**config.mk**
```make
export PLATFORM = sky130hd
export DESIGN_NAME = count_monitor
export DESIGN_NICKNAME = d
export VERILOG_FILES = /design/src/rtl/count_monitor_pkg.sv /design/src/rtl/count_monitor_lane.sv /design/src/rtl/count_monitor.sv
export SDC_FILE = /design/constraint.sdc
export NUM_CORES = 1
export LEC_CHECK = 0
export CORE_ASPECT_RATIO = 0.5
export CORE_MARGIN = 10
export CORE_UTILIZATION = 50
export DETAILED_ROUTE_END_ITERATION = 6
export GPL_TIMING_DRIVEN = 1
export PLACE_DENSITY = 0.87
export REMOVE_ABC_BUFFERS = 1
export SYNTH_ARGS = -nofsm -noshare
export SYNTH_HDL_FRONTEND = slang
export SYNTH_SLANG_ARGS = --single-unit
```
**constraint.sdc**
```tcl
create_clock -name clk -period 3.3 [get_ports clk]
set_input_delay 0.66 -clock clk [delete_from_list [all_inputs] [get_ports clk]]
set_output_delay 0.66 -clock clk [all_outputs]
set_load 0.02 [all_outputs]
```
**src/rtl/count_monitor_pkg.sv**
```systemverilog
// Shared types for the counter monitor: FSM states, lane count and lane index.
package count_monitor_pkg;

  localparam int NUM_LANES = 3;

  typedef logic [1:0] lane_idx_t;

  typedef enum logic [1:0] {
    IDLE  = 2'd0,
    PRIME = 2'd1,
    SYNC  = 2'd2,
    CHECK = 2'd3
  } state_t;

endpackage

```
**src/rtl/count_monitor_lane.sv**
```systemverilog
// One observed counter: remembers last sample and flags a value that is not last+1.
module count_monitor_lane #(
  parameter int WIDTH = 8
) (
  input  logic             clk,
  input  logic             reset,
  input  logic [WIDTH-1:0] count,
  output logic [WIDTH-1:0] expected,
  output logic             mismatch
);

  logic [WIDTH-1:0] prev;

  always_ff @(posedge clk or posedge reset) begin
    if (reset) prev <= '0;
    else       prev <= count;
  end

  // Natural modulo wrap makes max -> 0 a legal step.
  assign expected = prev + 1'b1;
  assign mismatch = (count != expected);

endmodule

```
**src/rtl/count_monitor.sv**
```systemverilog
// Watches three free-running counters, locks once they step cleanly, then
// records the first bad step and counts every cycle with a bad step.
module count_monitor
  import count_monitor_pkg::*;
#(
  parameter int WIDTH       = 8,
  parameter int LOCK_CYCLES = 2,
  parameter int ERRW        = 16
) (
  input  logic             clk,
  input  logic             reset,
  input  logic             en,
  input  logic             clr,
  input  logic [WIDTH-1:0] count0,
  input  logic [WIDTH-1:0] count1,
  input  logic [WIDTH-1:0] count2,
  output logic             locked,
  output logic             err,
  output logic [1:0]       err_lane,
  output logic [WIDTH-1:0] err_exp,
  output logic [WIDTH-1:0] err_got,
  output logic [ERRW-1:0]  err_cnt
);

  localparam int LCW = $clog2(LOCK_CYCLES + 1);

  logic [NUM_LANES-1:0][WIDTH-1:0] cnt_in;
  logic [NUM_LANES-1:0][WIDTH-1:0] exp_v;
  logic [NUM_LANES-1:0]            mis;

  assign cnt_in = {count2, count1, count0};

  for (genvar i = 0; i < NUM_LANES; i++) begin : g_lane
    count_monitor_lane #(.WIDTH(WIDTH)) u_lane (
      .clk      (clk),
      .reset    (reset),
      .count    (cnt_in[i]),
      .expected (exp_v[i]),
      .mismatch (mis[i])
    );
  end

  state_t         state, state_nxt;
  logic [LCW-1:0] lock_cnt, lock_nxt;

  always_ff @(posedge clk or posedge reset) begin
    if (reset) begin
      state    <= IDLE;
      lock_cnt <= '0;
      locked   <= 1'b0;
    end else begin
      state    <= state_nxt;
      lock_cnt <= lock_nxt;
      locked   <= (state_nxt == CHECK);
    end
  end

  always_comb begin
    state_nxt = state;
    lock_nxt  = lock_cnt;
    case (state)
      IDLE: begin
        lock_nxt = '0;
        if (en) state_nxt = PRIME;
      end
      PRIME: begin
        state_nxt = SYNC;
        lock_nxt  = '0;
      end
      SYNC: begin
        if (|mis) begin
          lock_nxt = '0;
        end else if (lock_cnt == LCW'(LOCK_CYCLES - 1)) begin
          state_nxt = CHECK;
          lock_nxt  = LCW'(LOCK_CYCLES);
        end else begin
          lock_nxt = lock_cnt + 1'b1;
        end
      end
      CHECK: state_nxt = CHECK;
      default: state_nxt = IDLE;
    endcase
    if (!en) begin
      state_nxt = IDLE;
      lock_nxt  = '0;
    end
  end

  // Scan high to low so the lowest mismatching lane is the one left selected.
  lane_idx_t first;
  always_comb begin
    first = '0;
    for (int i = NUM_LANES - 1; i >= 0; i--)
      if (mis[i]) first = lane_idx_t'(i);
  end

  logic chk_err;
  assign chk_err = (state == CHECK) && en && (|mis);

  always_ff @(posedge clk or posedge reset) begin
    if (reset) begin
      err      <= 1'b0;
      err_lane <= '0;
      err_exp  <= '0;
      err_got  <= '0;
      err_cnt  <= '0;
    end else if (clr) begin
      err      <= 1'b0;
      err_lane <= '0;
      err_exp  <= '0;
      err_got  <= '0;
      err_cnt  <= '0;
    end else if (chk_err) begin
      if (!err) begin
        err      <= 1'b1;
        err_lane <= first;
        err_exp  <= exp_v[first];
        err_got  <= cnt_in[first];
      end
      if (err_cnt != '1) err_cnt <= err_cnt + 1'b1;
    end
  end

endmodule

```
* Word-level counts from Yosys, hierarchy flattened
Cells that the tools add are included.
W data, S select, Z words.
** Word-level totals
- Flip-flop bits (word level) :: 64
- Word-level logic and storage cells :: 66
- Output and inout port bits :: 36
** Operators by class
- Add/sub/neg operators :: 5
- Eq/ne operators :: 11
- Magnitude comparators :: 1
- Reduce and logical (&&, ||, !) cells :: 9
- Multiplexer cells :: 29
** Operators by type and width (number)
- $mux W8 :: 8
- $mux W16 :: 3
- $bmux W8 S2 :: 2
- $add A8 B1 Y8 const B :: 3
- $mux W2 :: 12
- $ne A8 B8 Y1 :: 3
- $add A16 B1 Y16 const B :: 1
- $ne A16 B16 Y1 const B :: 1
- $pmux W2 S4 :: 1
- $eq A2 B2 Y1 const B :: 3
- $eq A2 B1 Y1 const B :: 2
- $pmux W2 S2 :: 1
- $reduce_and A2 Y1 :: 2
- $reduce_bool A2 Y1 :: 2
- $lt A2 B3 Y1 const B :: 1
- $ne A3 B2 Y1 const B :: 1
- $reduce_or A3 Y1 :: 1
- $add A2 B1 Y2 const B :: 1
- $logic_and A1 B1 Y1 :: 2
- $logic_not A2 Y1 :: 1
- $mux W1 :: 2
- $ne A2 B2 Y1 const B :: 1
- $reduce_or A2 Y1 :: 1

* Depth between registers and ports, before layout
Gate-level depths: netlist of run 1.
- Depth after elaboration :: 10
- Mapped depth :: 11

* Hierarchy
From an unflattened synthesis of run 1, not the netlist that was laid out.
** Second synthesis, totals
- Cell total of the unflattened synthesis :: 400
- Area, all modules :: 3858.7 um^2
** Modules (own cells, without submodules)
- count_monitor :: instances 1, cells an instance 229, seq. area each 1001.0 um^2, area each 2207.1 um^2
- count_monitor_lane :: instances 3, cells an instance 57, seq. area each 200.2 um^2, area each 550.5 um^2

* Least setup slack after synthesis of run 1
OpenSTA, ideal clock, no wires.
- Kind :: flip-flop to flip-flop
- Start point :: register g_lane[0].u_lane.prev[0]
- End point :: register err_cnt[11]
- Cell stages (with the launch flop) :: 11
- Clock period less this slack :: 2.965 ns
- Buffers on the path :: 1
- Slack :: 0.335 ns
- Setup time :: 0.128 ns
- Arrival time :: 2.838 ns
- Cell sequence :: dfrtp_1 -> ha_1 -> and3_2 -> xnor2_1 -> a211o_1 -> a2111oi_4 -> or4b_4 -> nor2_2 -> buf_6 -> nor4_1 -> mux2_1
** Between the ends
- Word-level cells in the longest chain between the ends :: 6
** RTL lines
- start: declaration :: RTL line count_monitor_lane.sv:12 : logic [WIDTH-1:0] prev;
- start signal: assignment :: RTL line count_monitor_lane.sv:16 : else prev <= count;
- $add A8 B1 Y8 :: RTL line count_monitor_lane.sv:20 : assign expected = prev + 1'b1;
- $ne A8 B8 Y1 :: RTL line count_monitor_lane.sv:21 : assign mismatch = (count != expected);
- $reduce_or A3 Y1 :: RTL line count_monitor.sv:98 : assign chk_err = (state == CHECK) && en && (|mis);
- $logic_and A1 B1 Y1 :: RTL line count_monitor.sv:98
- $reduce_bool A2 Y1 (no line)
- $reduce_and A2 Y1 (no line)
- end signal: assignment :: RTL line count_monitor.sv:120 : if (err_cnt != '1) err_cnt <= err_cnt + 1'b1;
- end: declaration :: RTL line count_monitor.sv:22 : output logic [ERRW-1:0] err_cnt
No other way between the ends.
A chain may end at the register's enable or synchronous reset.

* Worst setup path after layout of run 1
- Start point :: register g_lane[0].u_lane.prev[0]
- End point :: register err_cnt[4]
The elaborated chain is that of the path after synthesis.

==> results of run 1 <==
-- routing by layer --
metal	vias to the layer above	track usage (%)
met5	-	0
met4	0	7.04
met3	16	6.35
met2	143	29.2
met1	1606	22.8
li1	1493	-
-- critical path, stage by stage, from the launching register on --
cell	delay, ns
dfrtp_1	0.45
ha_1	0.28
and3_2	0.21
xnor2_1	0.15
a211o_1	0.36
a2111oi_4	0.31
or4b_4	0.52
nor2_2	0.14
buf_12	0.15
nor3_1	0.06
mux2_1	0.33
-- power groups by stage --
| stage | registers [uW] | clock network (uW) | logic (uW) |
|---|---|---|---|
| after floorplan | 857 | 0 | 127 |
| after global placement | 853 | 0 | 245 |
| after detailed placement | 854 | 0 | 250 |
| after CTS | 841 | 1020 | 252 |
| after global routing | 845 | 1060 | 276 |
| final | 842 | 1010 | 253 |
-- layout make-up --
class	instances	area [um^2]	share of cell area (%)
clock inverter	2	35.0	0.735
sequential	64	1600	33.6
tap	92	115	2.41
inverter	7	26.3	0.551
multi-input combinational	269	1880	39.4
timing repair buffer	86	828	17.4
clock buffer	14	284	5.96
-- synth_stat cells (5+ instances only) --
library cell / count / share of area, %
dfrtp_1: 64 / 45
nor2_1: 28 / 2.9
xnor2_1: 25 / 6.1
a21oi_1: 19 / 2.7
nand3_1: 17 / 2.4
nand2_1: 16 / 1.7
o22ai_1: 15 / 2.6
xor2_1: 13 / 3.2
o2bb2ai_1: 12 / 2.9
clkbuf_1: 10 / 1.1
and3_1: 9 / 1.6
nor2b_1: 9 / 1.6
nor3_1: 8 / 1.1
nand4_1: 7 / 1.2
o21ai_0: 7 / 0.98
inv_1: 6 / 0.63
nor4_1: 6 / 1.1
a31oi_1: 5 / 0.88
ha_1: 5 / 1.8
mux2_1: 5 / 1.6
o21a_1: 5 / 1.1
-- what timing repair did --
item,4_1_cts,5_1_grt
setup endpoints to repair,0,4
gates resized for setup,0,1
hold buffers,0,0
-- final timing paths --
path | slack (ns) | to | start | cells past startpoint
min in group asynchronous | 0.88 | err_cnt[4] | reset | 3
setup reg to reg | 0.19 | err_cnt[4] | g_lane[0].u_lane.prev[0] | 10
max in group asynchronous | 1.89 | err_got[4] | reset | 3
setup / recovery | 0.19 | err_cnt[4] | g_lane[0].u_lane.prev[0] | 10
hold reg to reg | 0.49 | err_got[5] | err_got[5] | 1
hold / removal | 0.49 | err_got[5] | err_got[5] | 1
-- kinds of logic after synthesis --
logic type	after synthesis
buffers and inverters	21
muxes	6
xor gates and xnor gates	41
and+or+nand+nor	122
AOI/OAI and AO/OA	95
DFF	64
adders and majority gates	5
-- registers in the layout, indices dropped and copies added (netlist names) --
signal	flops
lock_cnt	2
err_cnt	16
state	2
err_exp	8
locked	1
err	1
g_lane.u_lane.prev	24
err_lane	2
err_got	8
-- metrics by stage --
stage	util [%]	TNS, ns	total power, uW	cells	worst slack [ns]
finish	70.1	0	2110	534	0.191
global route	70.1	0	2180	534	0.0597
CTS	70.0	0	2110	534	0.198
detailed placement	65.3	-0.0920	1100	518	-0.0287
global placement	65.3	0	1100	518	0.00507
floorplan	-	-0.718	984	340	-0.142
==> results.toml, run 1 <==
[status]
status = "completed"

[sta]
hold_viol_final = 0
relSlewSlack_pct = 45.5
fin_crit_ns = 3.11
worstMarginPinSlew_ns = 0.817
hold_ws_ns = 0.494
grt_setup_unrepaired = "false"
fin_crit_sh_pct = 94.2
finalSetupViolCount = 0
finClkSkew_ns = 0.00606
drv_slew = 0
max_freq_ghz = 0.322

[synth]
yosysWarnings = 0
synth_fa_ha_area_share_pct = 1.75
ys_seq_area_share_pct = 44.8
syn_area_per_cell_um2 = 10.1
ys.flop_type = "dfrtp_1"
synth-compound-area-share_pct = 19.4
synth_cell_types = 61
synth-seq-cells = 64
synth_top_family_by_area = "compound AO/OA/AOI/OAI gates"
synth_area_um2 = 3570
synth_simple_gate_area_share_pct = 18.2
synthCells = 354
synth_enable_flop_cells = 0
synth_mux_area_share_pct = 1.86
async_flop_share_pct = 100
synthXorXnorAreaFrac_pct = 11.2

[drt]
highest_layer = "met4"
first_iter_violations = 387
routed_wl_um = 10200
dr_wl_met3_um = 824
drt_pass1_iterations = 5
route.met2.wl_um = 4790
vias = 3258
ant_nets = 0
wl_met1_um = 4390
drc = 0
via_per_inst = 6.10
routedWlPerCell_um = 19.1

[final_layout]
nets = 470
area_growth_pct = 33.5
drive_above_1_share_pct = 11.5
fin_area_um2 = 4770
layout_common_cells = "dfrtp_1 (64), clkdlybuf4s50_1 (63), nor2_1 (28), xnor2_1 (25), buf_4 (21)"
n_fill_cell = 499
layout_commonest_cell = "dfrtp_1"
diodes = 0

[placed_design]
portBuffers = 63
dp_hpwl_um = 7390
gp_congestion = 0.919
dpl-instance-area_um2 = 4450

[power]
combPwrFrac_pct = 12.0
peakVddDrop_v = 0.000273
pwr-share-seq_pct = 40.0
leakagePower_uw = 0.00194
intPower_uw = 1600
pwr-share-clk_pct = 48.0
power_density_nw_per_um2 = 442
swShare_pct = 24.2
net-switching-power_uw = 510

[floorplan]
fp.dieW_um = 140
dieArea_um2 = 11100
num_io_pins = 64
core_um2 = 6810
start_util_pct = 52.5
core.rowCount = 21
die_h_um = 79.8

[clock_network]
clock_path_buffers = 2
cts_root_buf = "clkbuf_16"
cts_buffers = 9
cts_htree_levels = 3
post_cts_buffers = 0
cts_sinks = 64
clk_pin_slew_ns = 0.05
cts_tree = "yes"
insertion_delay_ns = 0.34

[setup_path]
crit_type = "reg2reg"
cp_data_required_time_ns = 3.52
arrival_ns = 3.33
crit_fanout = 13
cp-start-kind = "flop"
end_kind = "flop"

[grt]
antenna_found_initial = 0
grt_usage_pct = 18.4
overflow = 0
grt_max_degree = 65
grt_pass1_vias = 3130
grt_pass1_wl_um = 16400

[worst_hold_path]
min_path_type = "reg2reg"

[flow_run]
cap_viol_max_count = 0
Power figures use the tool's default switching activity.
==> run 2, diff against run 1 <==
Clock period 3.3 ns to 2.9 ns, I/O delays scaled along.
==> run 2 against run 1 <==
Compared with the run above:
- the flow now finishes with violations (setup timing)
- cell count increased by 5.2%
- clock-buffer cell count decreased by 4
- total power increased by 12%
- cell area increased by 6.5%
- worst hold slack got worse by 0.0070 ns
- sequential power increased by 14%
- sequential share of layout area decreased by 2.1 points
- die area unchanged
- register-to-register slack got worse by 0.30 ns
==> results.toml, run 2 (synthesis results as in run 1) <==
[final_layout]
final-seq-area_um2 = 1600
drive_above_1_share_pct = 19.6
multi_input_area_um2 = 2000
post-route-util_pct = 74.6
area_growth_pct = 42.2
largestRegisters = "g_lane.u_lane.prev x24, err_cnt x16"
largest_reg_flops = 24
layout_commonest_cell = "dfrtp_1"
finalNonFillerCells = 562
fin_area_um2 = 5080
layout_common_cells = "dfrtp_1 (64), clkdlybuf4s50_1 (62), buf_4 (45), nor2_1 (28), xnor2_1 (22)"
largest_register = "g_lane.u_lane.prev"
nets = 498
n_fill_cell = 425
diodes = 0

[sta]
postLayoutSetupSlackWorst_ns = -0.107
hold_ws_ns = 0.487
fin_crit_sh_pct = 104
fin_crit_ns = 3.01
worstMarginPinSlew_ns = 0.684
drv_slew = 0
max_freq_ghz = 0.333
grt_setup_unrepaired = "true"
finClkSkew_ns = 0.00858
finalSetupViolCount = 19
hold_viol_final = 0
relSlewSlack_pct = 54.0

[drt]
first_iter_violations = 468
drc = 0
via_per_inst = 6.33
routed_wl_um = 12100
drt_pass1_iterations = 6
ant_nets = 0
routedWlPerCell_um = 21.5
vias = 3557

[power]
pwr-share-seq_pct = 40.6
pwr-share-clk_pct = 45.1
intPower_uw = 1750
net-switching-power_uw = 620
power_density_nw_per_um2 = 466
swShare_pct = 26.2
peakVddDrop_v = 0.000308
power_uw = 2370
combPwrFrac_pct = 14.4
leakagePower_uw = 0.00209

[clock_network]
clk_pin_slew_ns = 0.06
clock_path_buffers = 2
cts_root_buf = "clkbuf_16"
cts_tree = "yes"
cts_sinks = 64
insertion_delay_ns = 0.34
cts_buffers = 9
cts_htree_levels = 3

[status]
status = "complete, but fails checks"
violations = "setup timing"

[grt]
grt_usage_pct = 20.4
grt_pass1_wl_um = 18100
antenna_found_initial = 0
grt_pass1_vias = 3422
grt_max_degree = 31
overflow = 0

[setup_path]
crit_type = "reg2reg"
crit_chain = "and4_1 > and4_4 > xor3_1 > a2111oi_4 > or4b_4 > nor2_4 > buf_12 > nor3_1 > mux2_1"
crit_fanout = 11
cp_data_required_time_ns = 3.11
cp_slowest_cell = "or4b_4"
end_kind = "flop"
cp-start-kind = "flop"
critical_path.max_stage_delay_ns = 0.54
arrival_ns = 3.22

[placed_design]
dp_hpwl_um = 7920
gp_congestion = 0.954
portBuffers = 63
dp.cells = 543
dpl-instance-area_um2 = 4630

[floorplan]
num_io_pins = 64
dieArea_um2 = 11100
die_h_um = 79.8
core_um2 = 6810
start_util_pct = 52.5
fp.dieW_um = 140
core.rowCount = 21

[worst_hold_path]
min_path_type = "reg2reg"

[flow_run]
cap_viol_max_count = 0
==> run 2: through the flow <==
| step | TNS, ns | setup slack [ns] |
|---|---|---|
| 2_1_floorplan | -9.14 | -0.542 |
| 5_1_grt | -1.58 | -0.149 |
| 4_1_cts | -0.226 | -0.0631 |
| 3_5_place_dp | -10.19 | -0.424 |
| 3_3_place_gp | -6.83 | -0.319 |
| 6_report | -0.626 | -0.107 |
==> run 2: path summary, 6_finish.rpt <==
kind	slack [ns]	endpoint	depth (start not counted)	from
max	-0.11	err_cnt[3]	9	g_lane[0].u_lane.prev[2]
min	0.49	err_lane[1]	1	err_lane[1]
max reg2reg	-0.11	err_cnt[3]	9	g_lane[0].u_lane.prev[2]
min reg2reg	0.49	err_lane[1]	1	err_lane[1]
max in group asynchronous	1.55	err_exp[6]	3	reset
min in group asynchronous	0.66	err_got[0]	2	reset
==> run 2: critical path: cells and delay by family (launching register included) <==
family	cells	cell delay (ns)
buffers and inverters	1	0.14
muxes	1	0.34
xor gates and xnor gates	1	0.28
AOI/OAI and AO/OA	1	0.31
and+or+nand+nor	5	1.30
DFF	1	0.51
==> run 2: final cells by class <==
type | count | share of cell area (%)
clock buffer | 10 | 4.51
clock inverter | 6 | 1.18
inverter | 7 | 0.517
multi-input combinational | 270 | 39.4
sequential | 64 | 31.5
tap | 92 | 2.27
timing repair buffer | 113 | 20.6
==> run 2: timing repair <==
item,CTS,global route
gates resized for setup,8,20
gates cloned,0,2
endpoints found under the setup margin,23,36
pin swaps,3,4
buffers inserted,1,1
hold buffers,0,0
endpoints found under the hold margin,0,0
==> run 2: per-layer routing <==
metal / vias up / part of all wire [%] / GRT usage (%)
met1: 1690 / 38 / 23.1
met2: 259 / 47 / 33.8
met5: - / 0 / 0
li1: 1557 / - / -
met4: 0 / 3.4 / 7.45
met3: 51 / 12 / 8.97
==> run 2: power groups by stage <==
| stage | sequential (uW) | clock (uW) | combinational [uW] |
|---|---|---|---|
| final | 960 | 1070 | 340 |
| after floorplan | 975 | 0 | 145 |
| after global placement | 968 | 0 | 305 |
| after CTS | 956 | 1060 | 318 |
| after global routing | 962 | 1110 | 358 |
| after detailed placement | 970 | 0 | 310 |
==> run 3, diff against run 2 <==
Settings changed: ABC_AREA set to 0, SLEW_MARGIN set to 0.
==> results of run 3 <==
No change in the layout: final DEF, timing and power equal those of run 2.
==> patch: new RTL, flow settings as in run 2 <==
Encoding of `state_t`: now Gray code (2 bits for 4 states).
--- a/src/rtl/count_monitor_pkg.sv
+++ b/src/rtl/count_monitor_pkg.sv
@@ -6,10 +6,10 @@
   typedef logic [1:0] lane_idx_t;
 
   typedef enum logic [1:0] {
-    IDLE  = 2'd0,
-    PRIME = 2'd1,
-    SYNC  = 2'd2,
-    CHECK = 2'd3
+    IDLE  = 2'b00,
+    PRIME = 2'b01,
+    SYNC  = 2'b11,
+    CHECK = 2'b10
   } state_t;
 
 endpackage
Check against the original RTL: no difference found for any inputs over 10 cycles, from zero or initial values and one cycle with reset high; not proved beyond that.
==> patch against run 2 <==
  * Design area shrank 3.7%
  * Maximum frequency grew 4.0%
  * Synthesized area grew 0.32%
  * Utilization decreased by 2.8 points
  * Power fell by 5.1%
  * Sequential cell count is the same
  * Via count fell by 9.0%
  * Worst setup slack better by 0.12 ns
  * Count of clock-buffer cells in the layout up 2
  * Wire length fell by 10%
==> patch: results (changes against run 2) <==
{| class="wikitable"
! Metric !! Value
|-
| Drt first pass iters || 5 (was 6)
|-
| Clock insertion delay at the later pin of the skew report || 0.34 ns (about the same)
|-
| Post-DP HPWL || 7.03 mm (was 7.92 mm)
|-
| CTS HTree Levels || 3 (unchanged)
|-
| Final count of negative-setup-slack endpoints || 0 (was 19)
|-
| Global placer's final weighted congestion || 0.871 (was 0.954)
|-
| Part of the Yosys area used for sequential elements || 0.447 (was 0.448)
|-
| Number of DRC violations after detailed-routing iteration 0 || 419 (was 468)
|-
| Clock skew || 0.00494 ns (was 0.00858 ns)
|-
| Total wirelength of the detailed-routed design || 10.8 mm (was 12.1 mm)
|-
| Leakage power figure || 2.06 nW (was 2.09 nW)
|-
| Antenna diode count || 0 (unchanged)
|-
| Top post-synthesis cells by area || dfrtp_1, xnor2_1, xor2_1, nand2_1, nand3_1 (was dfrtp_1, xnor2_1, xor2_1, nor2_1, o2bb2ai_1)
|-
| Outcome || complete, no violations (was finished with violations)
|-
| Share of final-layout standard cells stronger than drive strength 1 || 0.170 (was 0.196)
|-
| Number of buffers inserted by hold repair at cts || 0 (unchanged)
|-
| Hold Path Class || flop to flop (unchanged)
|-
| Primary FF master, synth || dfrtp_1 (unchanged)
|-
| Post-layout net count || 486 (was 498)
|-
| Vias in the first global route || 3211 (was 3422)
|-
| Pin count of the biggest net entering global routing || 65 (was 31)
|-
| Most frequent cells after synthesis || dfrtp_1, xnor2_1, nand2_1, nor2_1, nand3_1 (was dfrtp_1, nor2_1, xnor2_1, a21oi_1, nand3_1)
|-
| Arrival time of the worst setup path || 3.15 ns (was 3.22 ns)
|-
| Number of buffers on the longest clock path || 2 (unchanged)
|-
| Total global routing track utilization || 0.184 (was 0.204)
|-
| Worst-case headroom to the max-slew limit || 0.677 (was 0.540)
|-
| First-pass GRT wire length || 16.5 mm (was 18.1 mm)
|-
| Yosys warnings || 0 (unchanged)
|-
| Maximum net fanout on the critical path || 7 (was 11)
|-
| Number of antenna violations at the first check in global routing || 0 (unchanged)
|-
| Final-layout fill cell count || 479 (was 425)
|-
| Register bit total from synthesis || 64 (unchanged)
|-
| Yosys cell types || 54 (was 61)
|-
| Clk Tree Root Cell || clkbuf_16 (unchanged)
|-
| Clock transition at the registers of the reported paths || about 0.050 ns
|-
| Biggest registers after layout || g_lane.u_lane.prev: 24 flops, err_cnt: 16 flops (unchanged)
|-
| CTS buffer count || 9 (unchanged)
|-
| Via count normalized by instance count || 5.89 (was 6.33)
|-
| Async set-reset flop share out of synthesis || 1.00 (unchanged)
|-
| Maximum resistive drop on vdd || 320 uV (was 308 uV)
|-
| Number of buffer cells added on primary ports || 63 (unchanged)
|-
| Cell-internal power || 1.67 mW (was 1.75 mW)
|}
-- patch: timing repair --
action / CTS / global route
setup endpoints to repair: 7 / 30
setup buffers: 0 / 3
pin swaps: 1 / 6
cloned: 0 / 1
hold endpoints to repair: 0 / 0
gates resized for setup: 3 / 12
-- patch: final timing paths --
path	from	end	slack, ns	cells after the start
worst max-delay path	g_lane[0].u_lane.prev[0]	err_cnt[15]	0.008	9
worst min-delay path	err_lane[1]	err_lane[1]	0.48	1
worst max register to register	g_lane[0].u_lane.prev[0]	err_cnt[15]	0.008	9
worst min register to register	err_lane[1]	err_lane[1]	0.48	1
max in group asynchronous	reset	g_lane[1].u_lane.prev[4]	2.00	3
min in group asynchronous	reset	err_got[1]	0.63	3
-- patch: through the flow --
step | cell area [sq um] | cells | utilization | setup slack [ns]
4_1_cts | 4790 | 546 | 0.704 | 0.0177
6_report | 4890 | 550 | 0.719 | 0.00831
5_1_grt | 4890 | 550 | 0.719 | -0.197
2_1_floorplan | 3480 | 340 | - | -0.118
3_5_place_dp | 4510 | 530 | 0.662 | -0.389
3_3_place_gp | 4510 | 530 | 0.662 | -0.319
-- patch: cell type report --
cell class | count | area share
multi-input cells | 268 | 0.393
well taps | 92 | 0.0235
inverters | 9 | 0.00691
clock buffers | 12 | 0.0504
flip-flops and latches | 64 | 0.328
clock inverters | 4 | 0.00409
repair buffers | 101 | 0.195
-- patch: power groups by stage --
stage | sequential (mW) | combinational, mW | clock, mW
2_1_floorplan | 0.976 | 0.142 | 0
3_3_place_gp | 0.968 | 0.287 | 0
3_5_place_dp | 0.970 | 0.292 | 0
4_1_cts | 0.956 | 0.298 | 0.987
5_1_grt | 0.963 | 0.335 | 1.02
6_report | 0.959 | 0.313 | 0.973
-- patch: logic make-up after synthesis --
| family | synth area share |
|---|---|
| fa+ha+maj | 0.0175 |
| buf+inv | 0.0381 |
| compound gates | 0.120 |
| mux | 0.00559 |
| simple gates | 0.214 |
| xor+xnor | 0.158 |
| flops | 0.447 |
-- patch: layer usage --
| layer | wire length [um] | vias to the layer above | track usage |
|---|---|---|---|
| met5 | 0 | - | 0 |
| met4 | 335 | 0 | 0.0922 |
| met3 | 1060 | 32 | 0.0701 |
| met2 | 5160 | 184 | 0.289 |
| met1 | 4280 | 1563 | 0.218 |
| li1 | - | 1458 | - |
-- patch: worst max-delay path, stage by stage (launching register included) --
cell and delay, ns:
dfrtp_1 0.47, ha_1 0.32, and3_1 0.25, xnor2_2 0.14
a211oi_1 0.10, o2111a_1 0.34, a311o_4 0.40, or2_4 0.27
or3_1 0.37, a21oi_1 0.15
